[src/rtl/seq_finder_pkg.sv]
// Shared helpers for the serial pattern finder: progress width and the
// pattern's longest proper border (the progress value right after a match).
package seq_finder_pkg;

  localparam int PAT_W_MAX = 32;

  // Width needed to hold a value in 0..pat_w (used for fill and progress).
  function automatic int prog_width(input int pat_w);
    return $clog2(pat_w + 1);
  endfunction

  // Longest k < pat_w such that the last k pattern bits equal the first k.
  function automatic int longest_border(input logic [PAT_W_MAX-1:0] pat,
                                        input int pat_w);
    int   best;
    logic ok;
    best = 0;
    for (int k = 1; k < pat_w; k++) begin
      ok = 1'b1;
      for (int i = 0; i < k; i++) begin
        if (pat[i] != pat[pat_w-k+i]) ok = 1'b0;
      end
      if (ok) best = k;
    end
    return best;
  endfunction

endpackage

[src/rtl/seq_prefix_len.sv]
// Combinational prefix tracker: longest pattern prefix that equals the
// suffix of the received history, limited by how many bits are held.
module seq_prefix_len
  import seq_finder_pkg::*;
#(
  parameter int               PAT_W   = 4,
  parameter logic [PAT_W-1:0] PATTERN = 4'b1101
) (
  input  logic [PAT_W-2:0]             hist,
  input  logic [prog_width(PAT_W)-1:0] fill,
  output logic [prog_width(PAT_W)-1:0] progress
);

  localparam int PW = prog_width(PAT_W);

  logic [PAT_W-1:1] cand;

  // One comparator per candidate length; a full-length match is never progress.
  for (genvar k = 1; k < PAT_W; k++) begin : g_cand
    localparam logic [PW-1:0] K = PW'(k);
    assign cand[k] = (fill >= K) && (hist[k-1:0] == PATTERN[PAT_W-1 -: k]);
  end

  always_comb begin
    progress = '0;
    for (int k = 1; k < PAT_W; k++) begin
      if (cand[k]) progress = PW'(k);
    end
  end

endmodule

[src/rtl/seq_pattern_finder.sv]
// Serial detector for a compile-time bit pattern (MSB received first), with
// overlap/non-overlap modes, a saturating match counter and prefix progress.
module seq_pattern_finder
  import seq_finder_pkg::*;
#(
  parameter int               PAT_W   = 4,
  parameter logic [PAT_W-1:0] PATTERN = 4'b1101,
  parameter bit               OVERLAP = 1'b1,
  parameter int               CNT_W   = 8
) (
  input  logic                         clk,
  input  logic                         rst_n,
  input  logic                         clear,
  input  logic                         in_valid,
  input  logic                         in_bit,
  output logic                         match,
  output logic [CNT_W-1:0]             match_count,
  output logic [prog_width(PAT_W)-1:0] progress
);

  localparam int            PW     = prog_width(PAT_W);
  localparam logic [PW-1:0] FULL   = PW'(PAT_W);
  localparam int            BORDER = longest_border(32'(PATTERN), PAT_W);

  // Handshake: in_valid qualifies in_bit on the rising edge of clk. There is
  // no ready; every valid bit is accepted unless clear is high the same cycle.

  logic [PAT_W-1:0] hist;
  logic [PW-1:0]    fill;
  logic [PAT_W-1:0] hist_n;
  logic [PW-1:0]    fill_n;
  logic             hit;
  logic             cnt_full;

  always_comb begin
    hist_n   = {hist[PAT_W-2:0], in_bit};
    fill_n   = (fill == FULL) ? fill : fill + PW'(1);
    hit      = (fill_n == FULL) && (hist_n == PATTERN);
    cnt_full = &match_count;
  end

  always_ff @(posedge clk or negedge rst_n) begin
    if (!rst_n) begin
      hist        <= '0;
      fill        <= '0;
      match       <= 1'b0;
      match_count <= '0;
    end else if (clear) begin
      hist        <= '0;
      fill        <= '0;
      match       <= 1'b0;
      match_count <= '0;
    end else if (in_valid) begin
      hist  <= hist_n;
      // Non-overlap mode forgets the matched bits but keeps hist for progress.
      fill  <= (hit && !OVERLAP) ? '0 : fill_n;
      match <= hit;
      if (hit && !cnt_full) match_count <= match_count + CNT_W'(1);
    end else begin
      match <= 1'b0;
    end
  end

  seq_prefix_len #(
    .PAT_W   (PAT_W),
    .PATTERN (PATTERN)
  ) u_prefix (
    .hist     (hist[PAT_W-2:0]),
    .fill     (fill),
    .progress (progress)
  );

  // While match is high the history holds exactly the pattern, so in overlap
  // mode the progress must equal the pattern's longest proper border.
  a_match_hist: assert property (@(posedge clk) disable iff (!rst_n)
    match |-> (hist == PATTERN));
  a_match_border: assert property (@(posedge clk) disable iff (!rst_n)
    (match && OVERLAP) |-> (progress == PW'(BORDER)));

endmodule

[config.mk]
export PLATFORM = sky130hd
export DESIGN_NAME = seq_pattern_finder
export DESIGN_NICKNAME = d
export VERILOG_FILES = /design/src/rtl/seq_finder_pkg.sv /design/src/rtl/seq_prefix_len.sv /design/src/rtl/seq_pattern_finder.sv
export SDC_FILE = /design/constraint.sdc
export NUM_CORES = 1
export LEC_CHECK = 0
export CORE_MARGIN = 5
export CORE_UTILIZATION = 54
export CTS_BUF_LIST = sky130_fd_sc_hd__clkbuf_16
export DETAILED_ROUTE_END_ITERATION = 10
export PLACE_DENSITY = 0.83
export SLEW_MARGIN = 10
export SYNTH_ARGS = -nofsm -noshare
export SYNTH_HDL_FRONTEND = slang
export SYNTH_SLANG_ARGS = --single-unit
[constraint.sdc]
create_clock -name clk -period 6.05 [get_ports clk]
set_clock_uncertainty 0.05 [all_clocks]
set_input_delay 1.21 -clock clk [delete_from_list [all_inputs] [get_ports clk]]
set_output_delay 1.21 -clock clk [all_outputs]
set_load 0.005 [all_outputs]
==> flow_metrics.tcl <==
set metrics [dict create \
    grt_start_max_net_pins 18 \
    synth_area_leader_cell "sky130_fd_sc_hd__dfrtp_1" \
    cts-root-buf "sky130_fd_sc_hd__clkbuf_16" \
    inserted_clock_buffers 3 \
    timing.rr.start "fill[1]" \
    route.antenna.remaining_nets 0 \
    ctsLongestPathBuffers 2 \
    tritoncts_num_sinks 15 \
    outcome "finished, final reports clean" \
    total_gr_overflow 0 \
    most_numerous_cell_in_the_yosys_netlist "sky130_fd_sc_hd__dfrtp_1" \
    total_die_area_um2 2650 \
    area_growth_pct 22.4 \
    yosysSeqAreaShare 0.403 \
    tritoncts "yes" \
    floorplan.initialDensity 0.551 \
    timing.setup.tns_ps 0 \
    synth_top_flop_cell "sky130_fd_sc_hd__dfrtp_1" \
    synth_async_sr_flop_share 1.00 \
    power_frac_comb 0.088 \
    synthTopCellsByCount "sky130_fd_sc_hd__dfrtp_1, sky130_fd_sc_hd__a21oi_1, sky130_fd_sc_hd__nor2_1" \
    cts.htree.levels 1 \
    highest_achievable_clock_rate_mhz 307 \
    synth_warnings 0 \
    critical_path.startpoint "fill[0]" \
    detail_route.wl_per_cell_um 14.8 \
    grt_pass1_wl_um 3190 \
    row_count 15 \
    syn-cell-area_um2 931 \
    core_um2 1690 \
    tightestPinTransition_ps 698 \
    synth_edf_count 0 \
    post-route-drc-count 0 \
    post-cts-setup-buffers 0 \
    final_min_period_over_clock_period 0.539 \
    vias 762 \
    netlist_instances 96 \
    power.static_leakage_nw 0.467 \
    r2r.worst_path.cells 6 \
    die_y_um 51.5 \
    min_path_type "reg2reg" \
    timing.critical_path.fanout_max 7 \
    ratio_of_cells_with_drive_above_1_in_the_final_layout 0.0550 \
    detailed_routing_iterations_pass_1 4 \
    number_of_antenna_violations_at_the_first_check_in_global_routing 0 \
    place.detailed.hpwl_um 1350 \
    minimum_clock_period_after_layout_ps 3260 \
    design.final.nets 121 \
    post-route-worst-setup-slack_ps 2790 \
    gpl.final_weighted_congestion 0.744 \
    postSynthRegisterBits 15 \
    storage_element_area_um2 375 \
    slew-limit-headroom 0.533 \
    fillers 145 \
    port_buffers 15 \
    rsz0062_at_grt "no" \
    hp-start "hist[2]" \
    final_hold_viol_count 0 \
    crit_path_end_kind "primary output" \
    sequential_share_of_power 0.424 \
    internal_power_w 0.000200 \
    critPathArrivalTime_ps 2000 \
    routed_via_density 6.05 \
    synth.avg_cell_area_um2 9.70 \
    critical_path.startpoint_type "flip-flop" \
    required_ps 4790 \
    syn_nets 107 \
    insertion_delay_ps 240 \
    portion_of_synthesized_cell_area_occupied_by_the_leading_cell_type 0.403 \
    switching_power_total_w 0.0000535 \
    pre_cts_ws_ps 2780 \
    number_of_inserted_diodes 0 \
    worstHoldPathCells 2 \
    synth.lib_cells_used.distinct 35 \
    setup_violations 0 \
    drtIter0Drc 11 \
    first_global_vias 743 \
    power.switching_fraction 0.211 \
    dieWidth_um 51.5 \
    power.ir.vdd_worst_mv 0.170 \
    hold_buffers 0 \
    power.clock.fraction 0.488 \
    resize_count_post_cts 0 \
    design.portCount 17 \
    multiInputGateArea_um2 495 \
    path_clk_slew_ps 50 \
    synth_top_cells_by_area "sky130_fd_sc_hd__dfrtp_1, sky130_fd_sc_hd__ha_1, sky130_fd_sc_hd__a21oi_1" \
    power.density_cell_area_nw_per_um2 223 \
    gr-usage-all-layers 0.160 \
    report.final.slew_viol_count 0 \
    maxCapViolations 0 \
    critical_path_class "reg2out" \
    drt-total-wl_um 1870 \
]
[metrics by stage]
| step | cells | utilization | cell area (um^2) | power [W] | hold slack, ps |
|---|---|---|---|---|---|
| floorplan | 96 | - | 931 | 0.000123 | 458 |
| global placement | 122 | 0.628 | 1060 | 0.000130 | 505 |
| detailed placement | 122 | 0.628 | 1060 | 0.000132 | 516 |
| CTS | 126 | 0.675 | 1140 | 0.000257 | 527 |
| global route | 126 | 0.675 | 1140 | 0.000266 | 560 |
| finish | 126 | 0.675 | 1140 | 0.000254 | 521 |
[power groups by stage]
stage | clock network, W | registers [W] | logic, W
detailed placement | 0 | 0.000109 | 0.0000225
global placement | 0 | 0.000109 | 0.0000216
CTS | 0.000127 | 0.000108 | 0.0000226
finish | 0.000124 | 0.000108 | 0.0000224
global route | 0.000132 | 0.000108 | 0.0000256
floorplan | 0 | 0.000108 | 0.0000153
[state kept, by name (all words and copies together) (netlist names)]
register,flops
match_count,8
hist,3
fill,3
match,1
[routing by layer]
| layer | track usage | part of all wire | up-vias |
|---|---|---|---|
| met1 | 0.188 | 0.43 | 361 |
| li1 | - | - | 375 |
| met4 | 0.0917 | 0.027 | 0 |
| met3 | 0.0315 | 0.041 | 6 |
| met5 | 0 | 0 | - |
| met2 | 0.271 | 0.50 | 20 |
[placed cells by master, fill, tap and decap left out, types with 2 or more instances in the layout]
cell type	instances
sky130_fd_sc_hd__a21oi_1	8
sky130_fd_sc_hd__clkbuf_16	3
sky130_fd_sc_hd__clkdlybuf4s50_1	15
sky130_fd_sc_hd__dfrtp_1	15
sky130_fd_sc_hd__ha_1	6
sky130_fd_sc_hd__inv_1	6
sky130_fd_sc_hd__mux2_1	2
sky130_fd_sc_hd__mux2i_1	3
sky130_fd_sc_hd__nand2_1	6
sky130_fd_sc_hd__nand3_1	4
sky130_fd_sc_hd__nor2_1	7
sky130_fd_sc_hd__nor2b_1	2
sky130_fd_sc_hd__nor3_1	3
sky130_fd_sc_hd__o21ai_0	4
sky130_fd_sc_hd__o31ai_1	3
sky130_fd_sc_hd__o41ai_1	2
sky130_fd_sc_hd__or4_1	3
[cell type report]
cell class,count,share of cell area
Multi-Input combinational cell,70,0.435
Timing Repair Buffer,15,0.132
Sequential cell,15,0.329
Clock buffer,3,0.0659
Clock inverter,1,0.00329
Inverter,5,0.0165
Tap cell,17,0.0187
[cells by family (layout without fill, tap and decap cells)]
family / Yosys count / count (layout) / share of synthesized area
buffers and inverters: 11 / 24 / 0.0645
other: 1 / 1 / 0.00403
adders and majority gates: 6 / 6 / 0.0806
AOI/OAI and AO/OA: 21 / 21 / 0.142
and+or+nand+nor: 35 / 35 / 0.224
muxes: 6 / 6 / 0.0712
DFF: 15 / 15 / 0.403
xor gates and xnor gates: 1 / 1 / 0.00941
[critical path, stage by stage (launching register included)]
cell,delay (ps)
sky130_fd_sc_hd__dfrtp_1,480
sky130_fd_sc_hd__inv_1,140
sky130_fd_sc_hd__ha_1,230
sky130_fd_sc_hd__o31a_1,250
sky130_fd_sc_hd__o22ai_1,140
sky130_fd_sc_hd__clkdlybuf4s50_1,520
[final timing paths]
kind	slack (ps)	end
min in group asynchronous	1340	match_count[0]
max in group asynchronous	4170	match_count[1]
min	520	hist[2]
max	2790	progress[0]
max reg2reg	3640	match_count[6]
min reg2reg	520	hist[2]
Power figures use the tool's default switching activity.
